==> src/rtl/tile_console_writer.sv <==
// tile_console_writer: text-console front end for the 80x30 tile-code RAM.
// Accepts character codes on a valid/ready handshake, tracks a cursor and
// emits one registered tile-RAM write per cycle. Handles LF, CR, BS, FF,
// line wrap and bottom-of-screen wrap (which blanks row 0).
//
// Ports:
//   Clk, Reset_n       clock, asynchronous active-low reset
//   char_data[7:0]     incoming character code
//   char_valid         char_data valid
//   char_ready         writer can accept a character (comb from state)
//   wr_en              tile-RAM write strobe
//   wr_addr[ADDR_W-1:0] tile-RAM address, row*COLS+col
//   wr_data[7:0]       tile code to write
//   cursor_x[6:0]      current column
//   cursor_y[4:0]      current row
//   busy               a clear sequence is in progress
module tile_console_writer #(
   parameter int unsigned COLS   = 80,
   parameter int unsigned ROWS   = 30,
   parameter int unsigned ADDR_W = 12,
   parameter logic [7:0]  BLANK  = 8'h20
) (
   input  logic              Clk,
   input  logic              Reset_n,
   input  logic [7:0]        char_data,
   input  logic              char_valid,
   output logic              char_ready,
   output logic              wr_en,
   output logic [ADDR_W-1:0] wr_addr,
   output logic [7:0]        wr_data,
   output logic [6:0]        cursor_x,
   output logic [4:0]        cursor_y,
   output logic              busy
);

   localparam logic [7:0] C_BS = 8'h08;
   localparam logic [7:0] C_LF = 8'h0A;
   localparam logic [7:0] C_FF = 8'h0C;
   localparam logic [7:0] C_CR = 8'h0D;

   localparam logic [6:0]        CX_LAST  = 7'(COLS - 1);
   localparam logic [4:0]        CY_LAST  = 5'(ROWS - 1);
   localparam logic [ADDR_W-1:0] ROW_LAST = ADDR_W'(COLS - 1);
   localparam logic [ADDR_W-1:0] ALL_LAST = ADDR_W'(COLS * ROWS - 1);

   typedef enum logic [1:0] {
      IDLE    = 2'd0,
      CLR_ROW = 2'd1,
      CLR_ALL = 2'd2
   } state_t;

   state_t            r_state,   w_state_nxt;
   logic [6:0]        r_cx,      w_cx_nxt;
   logic [4:0]        r_cy,      w_cy_nxt;
   logic [ADDR_W-1:0] r_cnt,     w_cnt_nxt;
   logic              r_wr_en,   w_wr_en_nxt;
   logic [ADDR_W-1:0] r_wr_addr, w_wr_addr_nxt;
   logic [7:0]        r_wr_data, w_wr_data_nxt;

   logic              w_ready;
   logic              w_accept;
   logic              w_row_inc;
   logic [ADDR_W-1:0] w_cur_addr;

   assign w_ready    = (r_state == IDLE);
   assign w_accept   = char_valid && w_ready;
   assign w_cur_addr = ADDR_W'(r_cy) * ADDR_W'(COLS) + ADDR_W'(r_cx);

   assign char_ready = w_ready && Reset_n;
   assign busy       = (r_state != IDLE);
   assign wr_en      = r_wr_en;
   assign wr_addr    = r_wr_addr;
   assign wr_data    = r_wr_data;
   assign cursor_x   = r_cx;
   assign cursor_y   = r_cy;

   // State and output registers
   always_ff @(posedge Clk or negedge Reset_n) begin
      if (!Reset_n) begin
         r_state   <= IDLE;
         r_cx      <= '0;
         r_cy      <= '0;
         r_cnt     <= '0;
         r_wr_en   <= 1'b0;
         r_wr_addr <= '0;
         r_wr_data <= '0;
      end else begin
         r_state   <= w_state_nxt;
         r_cx      <= w_cx_nxt;
         r_cy      <= w_cy_nxt;
         r_cnt     <= w_cnt_nxt;
         r_wr_en   <= w_wr_en_nxt;
         r_wr_addr <= w_wr_addr_nxt;
         r_wr_data <= w_wr_data_nxt;
      end
   end

   // Next-state, cursor and write decode
   always_comb begin
      w_state_nxt   = r_state;
      w_cx_nxt      = r_cx;
      w_cy_nxt      = r_cy;
      w_cnt_nxt     = r_cnt;
      w_wr_en_nxt   = 1'b0;
      w_wr_addr_nxt = r_wr_addr;
      w_wr_data_nxt = r_wr_data;
      w_row_inc     = 1'b0;

      unique case (r_state)
         IDLE: begin
            if (w_accept) begin
               if (char_data >= 8'h20 && char_data <= 8'h7E) begin
                  w_wr_en_nxt   = 1'b1;
                  w_wr_addr_nxt = w_cur_addr;
                  w_wr_data_nxt = char_data;
                  if (r_cx == CX_LAST) w_row_inc = 1'b1;
                  else                 w_cx_nxt  = r_cx + 7'd1;
               end else begin
                  case (char_data)
                     C_LF: w_row_inc = 1'b1;
                     C_CR: w_cx_nxt  = '0;
                     C_BS: begin
                        // No reverse line wrap at column 0
                        if (r_cx != 7'd0) begin
                           w_cx_nxt      = r_cx - 7'd1;
                           w_wr_en_nxt   = 1'b1;
                           w_wr_addr_nxt = w_cur_addr - ADDR_W'(1);
                           w_wr_data_nxt = BLANK;
                        end
                     end
                     C_FF: begin
                        w_cx_nxt    = '0;
                        w_cy_nxt    = '0;
                        w_cnt_nxt   = '0;
                        w_state_nxt = CLR_ALL;
                     end
                     default: ;
                  endcase
               end

               // Row advance; leaving the last row homes the cursor and blanks row 0
               if (w_row_inc) begin
                  w_cx_nxt = '0;
                  if (r_cy == CY_LAST) begin
                     w_cy_nxt    = '0;
                     w_cnt_nxt   = '0;
                     w_state_nxt = CLR_ROW;
                  end else begin
                     w_cy_nxt = r_cy + 5'd1;
                  end
               end
            end
         end

         CLR_ROW, CLR_ALL: begin
            // One blank per cycle; IDLE on the edge that issues the last write
            w_wr_en_nxt   = 1'b1;
            w_wr_addr_nxt = r_cnt;
            w_wr_data_nxt = BLANK;
            if (r_cnt == ((r_state == CLR_ROW) ? ROW_LAST : ALL_LAST))
               w_state_nxt = IDLE;
            else
               w_cnt_nxt = r_cnt + ADDR_W'(1);
         end

         default: w_state_nxt = IDLE;
      endcase
   end

endmodule

==> config.mk <==
export PLATFORM = sky130hd
export DESIGN_NAME = tile_console_writer
export DESIGN_NICKNAME = d
export VERILOG_FILES = /design/src/rtl/tile_console_writer.sv
export SDC_FILE = /design/constraint.sdc
export NUM_CORES = 1
export LEC_CHECK = 0
export ABC_AREA = 1
export CAP_MARGIN = 20
export CORE_ASPECT_RATIO = 0.8
export CORE_MARGIN = 4
export CORE_UTILIZATION = 50
export DETAILED_ROUTE_END_ITERATION = 10
export DONT_BUFFER_PORTS = 1
export PLACE_DENSITY = 0.7
export SKIP_CTS_REPAIR_TIMING = 1
export SYNTH_ARGS = -nofsm -noshare
export SYNTH_HDL_FRONTEND = slang
export SYNTH_SLANG_ARGS = --single-unit
==> constraint.sdc <==
create_clock -name Clk -period 2.7 [get_ports Clk]
set_input_delay 0.135 -clock Clk [delete_from_list [all_inputs] [get_ports Clk]]
set_output_delay 0.135 -clock Clk [all_outputs]
set_load 0.02 [all_outputs]
==> flow_summary.json, run 1 <==
{
  "drc": 0,
  "worstSetupPathType": "flop to flop",
  "ys_types": 45,
  "dieArea_mm2": 0.008602,
  "synthesis.nets": 524,
  "antenna_found_initial": 0,
  "leakagePower_nw": 2.010,
  "ir_drop_mv": 0.4638,
  "yosys_warnings": 0,
  "fmax_ghz": 0.3879,
  "timing.hold.ws_ns": 0.01783,
  "synth-seq-cells": 47,
  "p_per_area_mw_per_mm2": 746.6,
  "final_common_cell": "nand2_1",
  "hold_violations": 0,
  "io_pins": 46,
  "layout_common_cells": "132 x nand2_1, 64 x inv_1, 50 x nand3_1, 48 x nor2_1, 47 x dfrtp_1",
  "numClockSinks": 47,
  "clk_path_buf_depth": 2,
  "avgSynthCellArea_um2": 7.291,
  "synth_area_mm2": 0.003587,
  "final_util": 0.5622,
  "endpoint": "wr_addr[11]",
  "ant_nets": 0,
  "yosysSeqAreaShare": 0.3279,
  "r2r_setup_slack_ns": 0.12,
  "holdPathStages": 2,
  "fill_cells": 635,
  "r2r_end": "wr_addr[11]",
  "required_ns": 2.90,
  "post-route-period-util": 0.9547,
  "synth-async-reset-ratio": 1.000,
  "fin_worst_skew_ns": 0.008563,
  "drive_gt1_frac": 0.1122,
  "cp-start-kind": "flop",
  "dpl.hpwl_mm": 6.720,
  "synthCells": 492,
  "synth_edf_count": 0,
  "ys.flop_type": "dfrtp_1",
  "clkTransAtPathRegs_ns": 0.09,
  "first_pass_iters": 6,
  "final_area_mm2": 0.003894,
  "reg2reg_depth": 12,
  "r2r_start": "cursor_y[1]",
  "grt_max_degree": 49,
  "slowest_stage": "dfrtp_1",
  "place_congestion": 0.9553,
  "status": "completed",
  "numPortBuffers": 0,
  "fin_crit_ns": 2.578,
  "drv_slew": 0,
  "cpPeakStageDelay_ns": 0.40,
  "root_buffer": "clkbuf_8",
  "crit_fanout": 4,
  "arrival_ns": 2.78,
  "h-tree-depth": 2,
  "cp-end-kind": "flop",
  "start_util": 0.5180,
  "setup_viol": 0,
  "critPathLaunch": "cursor_y[1]",
  "grt_pass1_vias": 3062,
  "antennaDiodeCount": 0,
  "cts_buffers": 5,
  "overflow": 0,
  "slew_headroom": 0.6414,
  "dpl-instance-area_mm2": 0.003677,
  "routedWlPerCell_um": 14.99,
  "tightestPinTransition_ns": 0.5373,
  "cts_tree": "yes",
  "worstHoldPathType": "input port to flop",
  "syn2layout_area_growth_pct": 8.545,
  "wl_mm": 8.918,
  "placementRows": 27,
  "cap_violations": 0,
  "coreArea_mm2": 0.006925,
  "viasPerCell": 5.466,
  "grt_use_total": 0.2116,
  "worstPathCellList": "ha_1 > ha_1 > fa_1 > nand2_1 > inv_1 > nor2_2 > nand4_1 > a21oi_2 > buf_4 > nand3_1 > nand3_1 > a21oi_1",
  "die_h_um": 83.76,
  "layout.nets": 539,
  "vias": 3252,
  "first_iter_violations": 274,
  "grt_pass1_wl_mm": 14.57,
  "clock_latency_ns": 0.31,
  "die_w_um": 102.7
}
==> state kept, by name, summed over array words and instances (netlist names) <==
signal and flops:
wr_data 8, r_cnt 12, wr_en 1, cursor_y 5, wr_addr 12, r_state 2
cursor_x 7
==> metrics by stage <==
step	total power, mW	setup slack (ns)	cells	TNS, ns
floorplan	2.059	0.2161	492	0
global placement	2.291	0.2839	579	0
detailed placement	2.321	0.1681	579	0
CTS	2.875	0.1434	587	0
global route	3.145	-0.02701	595	-0.02701
finish	2.907	0.1222	595	0
==> report_power, final <==
group | switching, mW | internal, mW
sequential | 0.301 | 0.854
clock | 0.269 | 0.279
combinational | 0.765 | 0.439
total | 1.33 | 1.57
==> synth_stat cells (5+ instances only) <==
| master | n | area (um2) |
|---|---|---|
| dfrtp_1 | 47 | 1176 |
| nand2_2 | 6 | 37.54 |
| a21oi_1 | 12 | 60.06 |
| o21ai_0 | 27 | 135.1 |
| nand4_1 | 10 | 62.56 |
| xor2_1 | 11 | 96.34 |
| inv_1 | 65 | 244.0 |
| nand2_1 | 132 | 495.5 |
| nand3_1 | 50 | 250.2 |
| buf_6 | 5 | 56.30 |
| nor2_1 | 49 | 183.9 |
| o21ai_2 | 5 | 43.79 |
| ha_1 | 19 | 237.7 |
==> logic make-up after synthesis <==
logic type | after synthesis | synth area share
xor+xnor | 12 | 0.02930
flops | 47 | 0.3279
fa+ha+maj | 21 | 0.07743
simple gates | 265 | 0.3328
mux | 1 | 0.002790
buf+inv | 81 | 0.1039
compound gates | 65 | 0.1259
==> per-layer routing <==
metal	up-vias	global-route usage	share of wire
met5	-	0	0
met4	0	0.05364	0.012
met3	11	0.04762	0.084
met2	119	0.3101	0.43
met1	1505	0.3124	0.48
li1	1617	-	-
==> critical path: cells and delay by family (launching register included) <==
family	cells	cell delay (ns)
AOI/OAI and AO/OA	2	0.34
buffers and inverters	2	0.20
DFF	1	0.40
adders and majority gates	3	0.93
and+or+nand+nor	5	0.59
==> worst min-delay path by stage <==
stage / startpoint / end / slack [ns]
after global placement: Reset_n / cursor_x[5] / -0.16
after global routing: char_data[6] / wr_data[6] / 0.02
after CTS: Reset_n / r_cnt[11] / -0.51
final: char_data[6] / wr_data[6] / 0.02
after floorplan: Reset_n / cursor_x[0] / -0.16
after detailed placement: Reset_n / cursor_x[5] / -0.16
==> area by class of cell <==
class	count	area [um2]	area share
Multi-Input combinational cell	364	2044	0.5251
Sequential cell	47	1176	0.3021
Inverter	69	264.0	0.06780
Timing Repair Buffer	20	185.2	0.04756
Tap cell	87	108.9	0.02796
Clock buffer	5	68.82	0.01767
Clock inverter	3	46.29	0.01189
(Power assumes the default switching activity.)
==> run 2, diff against run 1 <==
Settings changed: ABC_AREA 1 to 0, CORE_UTILIZATION 50 to 64, HOLD_SLACK_MARGIN set to 0.15, PLACE_DENSITY 0.7 to 0.85.
==> run 2 against run 1 <==
Net effect:
- via count is 4.3% lower
- combinational power barely moved
- non-clock buffer count grew 14
- setup slack got worse by 0.11 ns
- clock-buffer cell count unchanged
- register-to-register slack got worse by 0.11 ns
- critical endpoint is now wr_addr[10]
- sequential share of layout area up 1.2 points
- hold slack improved by 0.13 ns
- flip-flop and latch count unchanged
- synthesized cell count fell by 25%
- die area fell by 27%
==> flow_summary.json, run 2 <==
{
  "p_total_mw": 3.002,
  "r2r_setup_slack_ns": 0.02,
  "slowest_stage": "or4_1",
  "drc": 0,
  "crit_top_cell": "ha_4",
  "yosysTopAreaCellShare": 0.3617,
  "cts_tree": "yes",
  "worstSetupPathType": "flop to flop",
  "worstHoldPathType": "input port to flop",
  "power.share.switching": 0.4455,
  "die_w_um": 87.70,
  "layout_common_cells": "43 x dfrtp_1, 38 x nand2_1, 36 x nor2_1, 23 x buf_4, 19 x o21ai_0",
  "ir_drop_mv": 0.6799,
  "ys.flop_type": "dfrtp_1",
  "yosys_warnings": 0,
  "viasPerCell": 6.795,
  "avgSynthCellArea_um2": 8.861,
  "r2r_start": "cursor_y[1]",
  "synth_edf_count": 0,
  "syn2layout_area_growth_pct": 15.78,
  "synth_area_mm2": 0.003252,
  "status": "completed",
  "pre_cts_ws_ns": -0.04182,
  "root_buffer": "clkbuf_8",
  "yosysSeqAreaShare": 0.3617,
  "dpl.hpwl_mm": 6.404,
  "grt_pass1_vias": 2895,
  "h-tree-depth": 2,
  "cp-end-kind": "flop",
  "fin_crit_ns": 2.684,
  "drive_gt1_frac": 0.1511,
  "overflow": 0,
  "clkTransAtPathRegs_ns": 0.09,
  "fmax_ghz": 0.3726,
  "worstPathCellList": "ha_4 > ha_4 > fa_2 > xor2_2 > or4_1 > a21oi_2 > o21ai_1 > xnor2_1 > a221o_1",
  "reg2reg_depth": 9,
  "setup_viol": 0,
  "numPortBuffers": 0,
  "final_area_mm2": 0.003765,
  "tightestPinTransition_ns": 0.6898,
  "holdPathStages": 3,
  "fin_worst_skew_ns": 0.01068,
  "first_iter_violations": 353,
  "setup_tns_ns": 0,
  "hold_violations": 0,
  "pwr-share-seq": 0.415,
  "finalWorstSetupSlack_ns": 0.01610,
  "place_congestion": 0.8959,
  "final_common_cell": "dfrtp_1",
  "cts_buffers": 5,
  "ant_nets": 0,
  "io_pins": 46,
  "grt_use_total": 0.2834,
  "cap_violations": 0,
  "cp-start-kind": "flop",
  "synthCells": 367,
  "r2r_end": "wr_addr[10]",
  "post-route-period-util": 0.9940,
  "final_util": 0.7952,
  "first_pass_iters": 6,
  "grt_max_degree": 49,
  "clk_path_buf_depth": 2,
  "clock_latency_ns": 0.30,
  "power.switching_mw": 1.338,
  "start_util": 0.6868,
  "antenna_found_initial": 1,
  "hold_start": "char_valid",
  "slew_headroom": 0.5352,
  "clockPowerShare": 0.177,
  "drv_slew": 0,
  "arrival_ns": 2.88,
  "crit_fanout": 2,
  "synthesis.nets": 399,
  "synth-async-reset-ratio": 1.000,
  "required_ns": 2.89,
  "dieArea_mm2": 0.006293,
  "synth_area_leaders": "dfrtp_1 36%, ha_1 7.3%, nand2_1 4.4%",
  "min_to": "r_state[0]",
  "numClockSinks": 47,
  "wl_mm": 9.053,
  "routedWlPerCell_um": 19.77,
  "layout.nets": 428,
  "placementRows": 22,
  "synth.largest_area_cell": "dfrtp_1",
  "internal-power_mw": 1.665,
  "power_frac_comb": 0.408,
  "placedCellCount": 436,
  "ys_types": 63,
  "leakagePower_nw": 1.670,
  "grt_pass1_wl_mm": 14.10,
  "dpl-instance-area_mm2": 0.003473,
  "coreArea_mm2": 0.004735,
  "vias": 3112,
  "die_h_um": 71.76,
  "critPathLaunch": "cursor_y[1]",
  "synth_top_cells_by_count": "47 x dfrtp_1, 38 x nand2_1, 36 x nor2_1",
  "synth-seq-cells": 47,
  "p_per_area_mw_per_mm2": 797.4,
  "cpPeakStageDelay_ns": 0.49,
  "stdcell_count": 458,
  "synth.most_common_cell": "dfrtp_1",
  "rsz0062_at_grt": "true",
  "timing.hold.ws_ns": 0.1522
}
[run 2: cell types whose count changed in the layout (fill, tap and decap cells not counted), moves of 6 or more]
cell	previous run	this run
nor2_1	48	36
o21a_1	1	7
o21ai_0	27	19
and3_1	0	7
nor3_1	3	12
nand2_2	6	0
nand4_1	10	4
xnor2_1	1	13
nand3_1	50	17
buf_4	13	23
nand2_1	132	38
nor2b_1	0	6
and2_1	0	10
inv_1	64	12
[run 2: area by class of cell]
type / count / area, um2
diodes: 1 / 2.502
clock buffers: 5 / 68.82
clock inverters: 3 / 46.29
fillers: 297 / 969.7
inverters: 13 / 48.80
multi-input cells: 295 / 2042
flip-flops and latches: 47 / 1181
well taps: 60 / 75.07
repair buffers: 34 / 300.3
[run 2: per-layer routing]
metal | vias to the layer above | wire length [um] | global-route usage
met1 | 1452 | 3607 | 0.3956
met2 | 230 | 4033 | 0.4281
met5 | - | 13 | 0
met4 | 2 | 188 | 0.08007
li1 | 1395 | - | -
met3 | 33 | 1210 | 0.08391
[run 2: power by group through the flow]
stage | logic (mW) | clock network [mW] | registers (mW)
after floorplan | 0.820 | 0 | 1.25
after global placement | 1.11 | 0 | 1.25
after detailed placement | 1.14 | 0 | 1.26
after CTS | 1.16 | 0.529 | 1.24
after global routing | 1.34 | 0.569 | 1.28
final | 1.23 | 0.532 | 1.25
[run 2: kinds of logic (layout without fill, tap and decap cells)]
logic type      count (synthesis)  after routing  synth area share
compound gates                 92             92            0.1955
xor+xnor                       21             21           0.05656
fa+ha+maj                      21             21           0.08542
buf+inv                        25             55           0.03270
flops                          47             47            0.3617
mux                             9              9           0.02924
other cells                     0              1                 0
simple gates                  152            152            0.2389
[run 2: how the worst max path moves through the flow]
stage	endpoint
global route	wr_addr[10]
CTS	wr_addr[10]
finish	wr_addr[10]
detailed placement	wr_addr[10]
global placement	wr_addr[10]
floorplan	wr_addr[10]
[run 2: worst max-delay path: cells and delay by family, from the launching register on]
kind	cells	cell delay, ns
AOI/OAI and AO/OA	3	0.55
xor gates and xnor gates	2	0.31
adders and majority gates	3	0.77
and+or+nand+nor	1	0.49
DFF	1	0.44
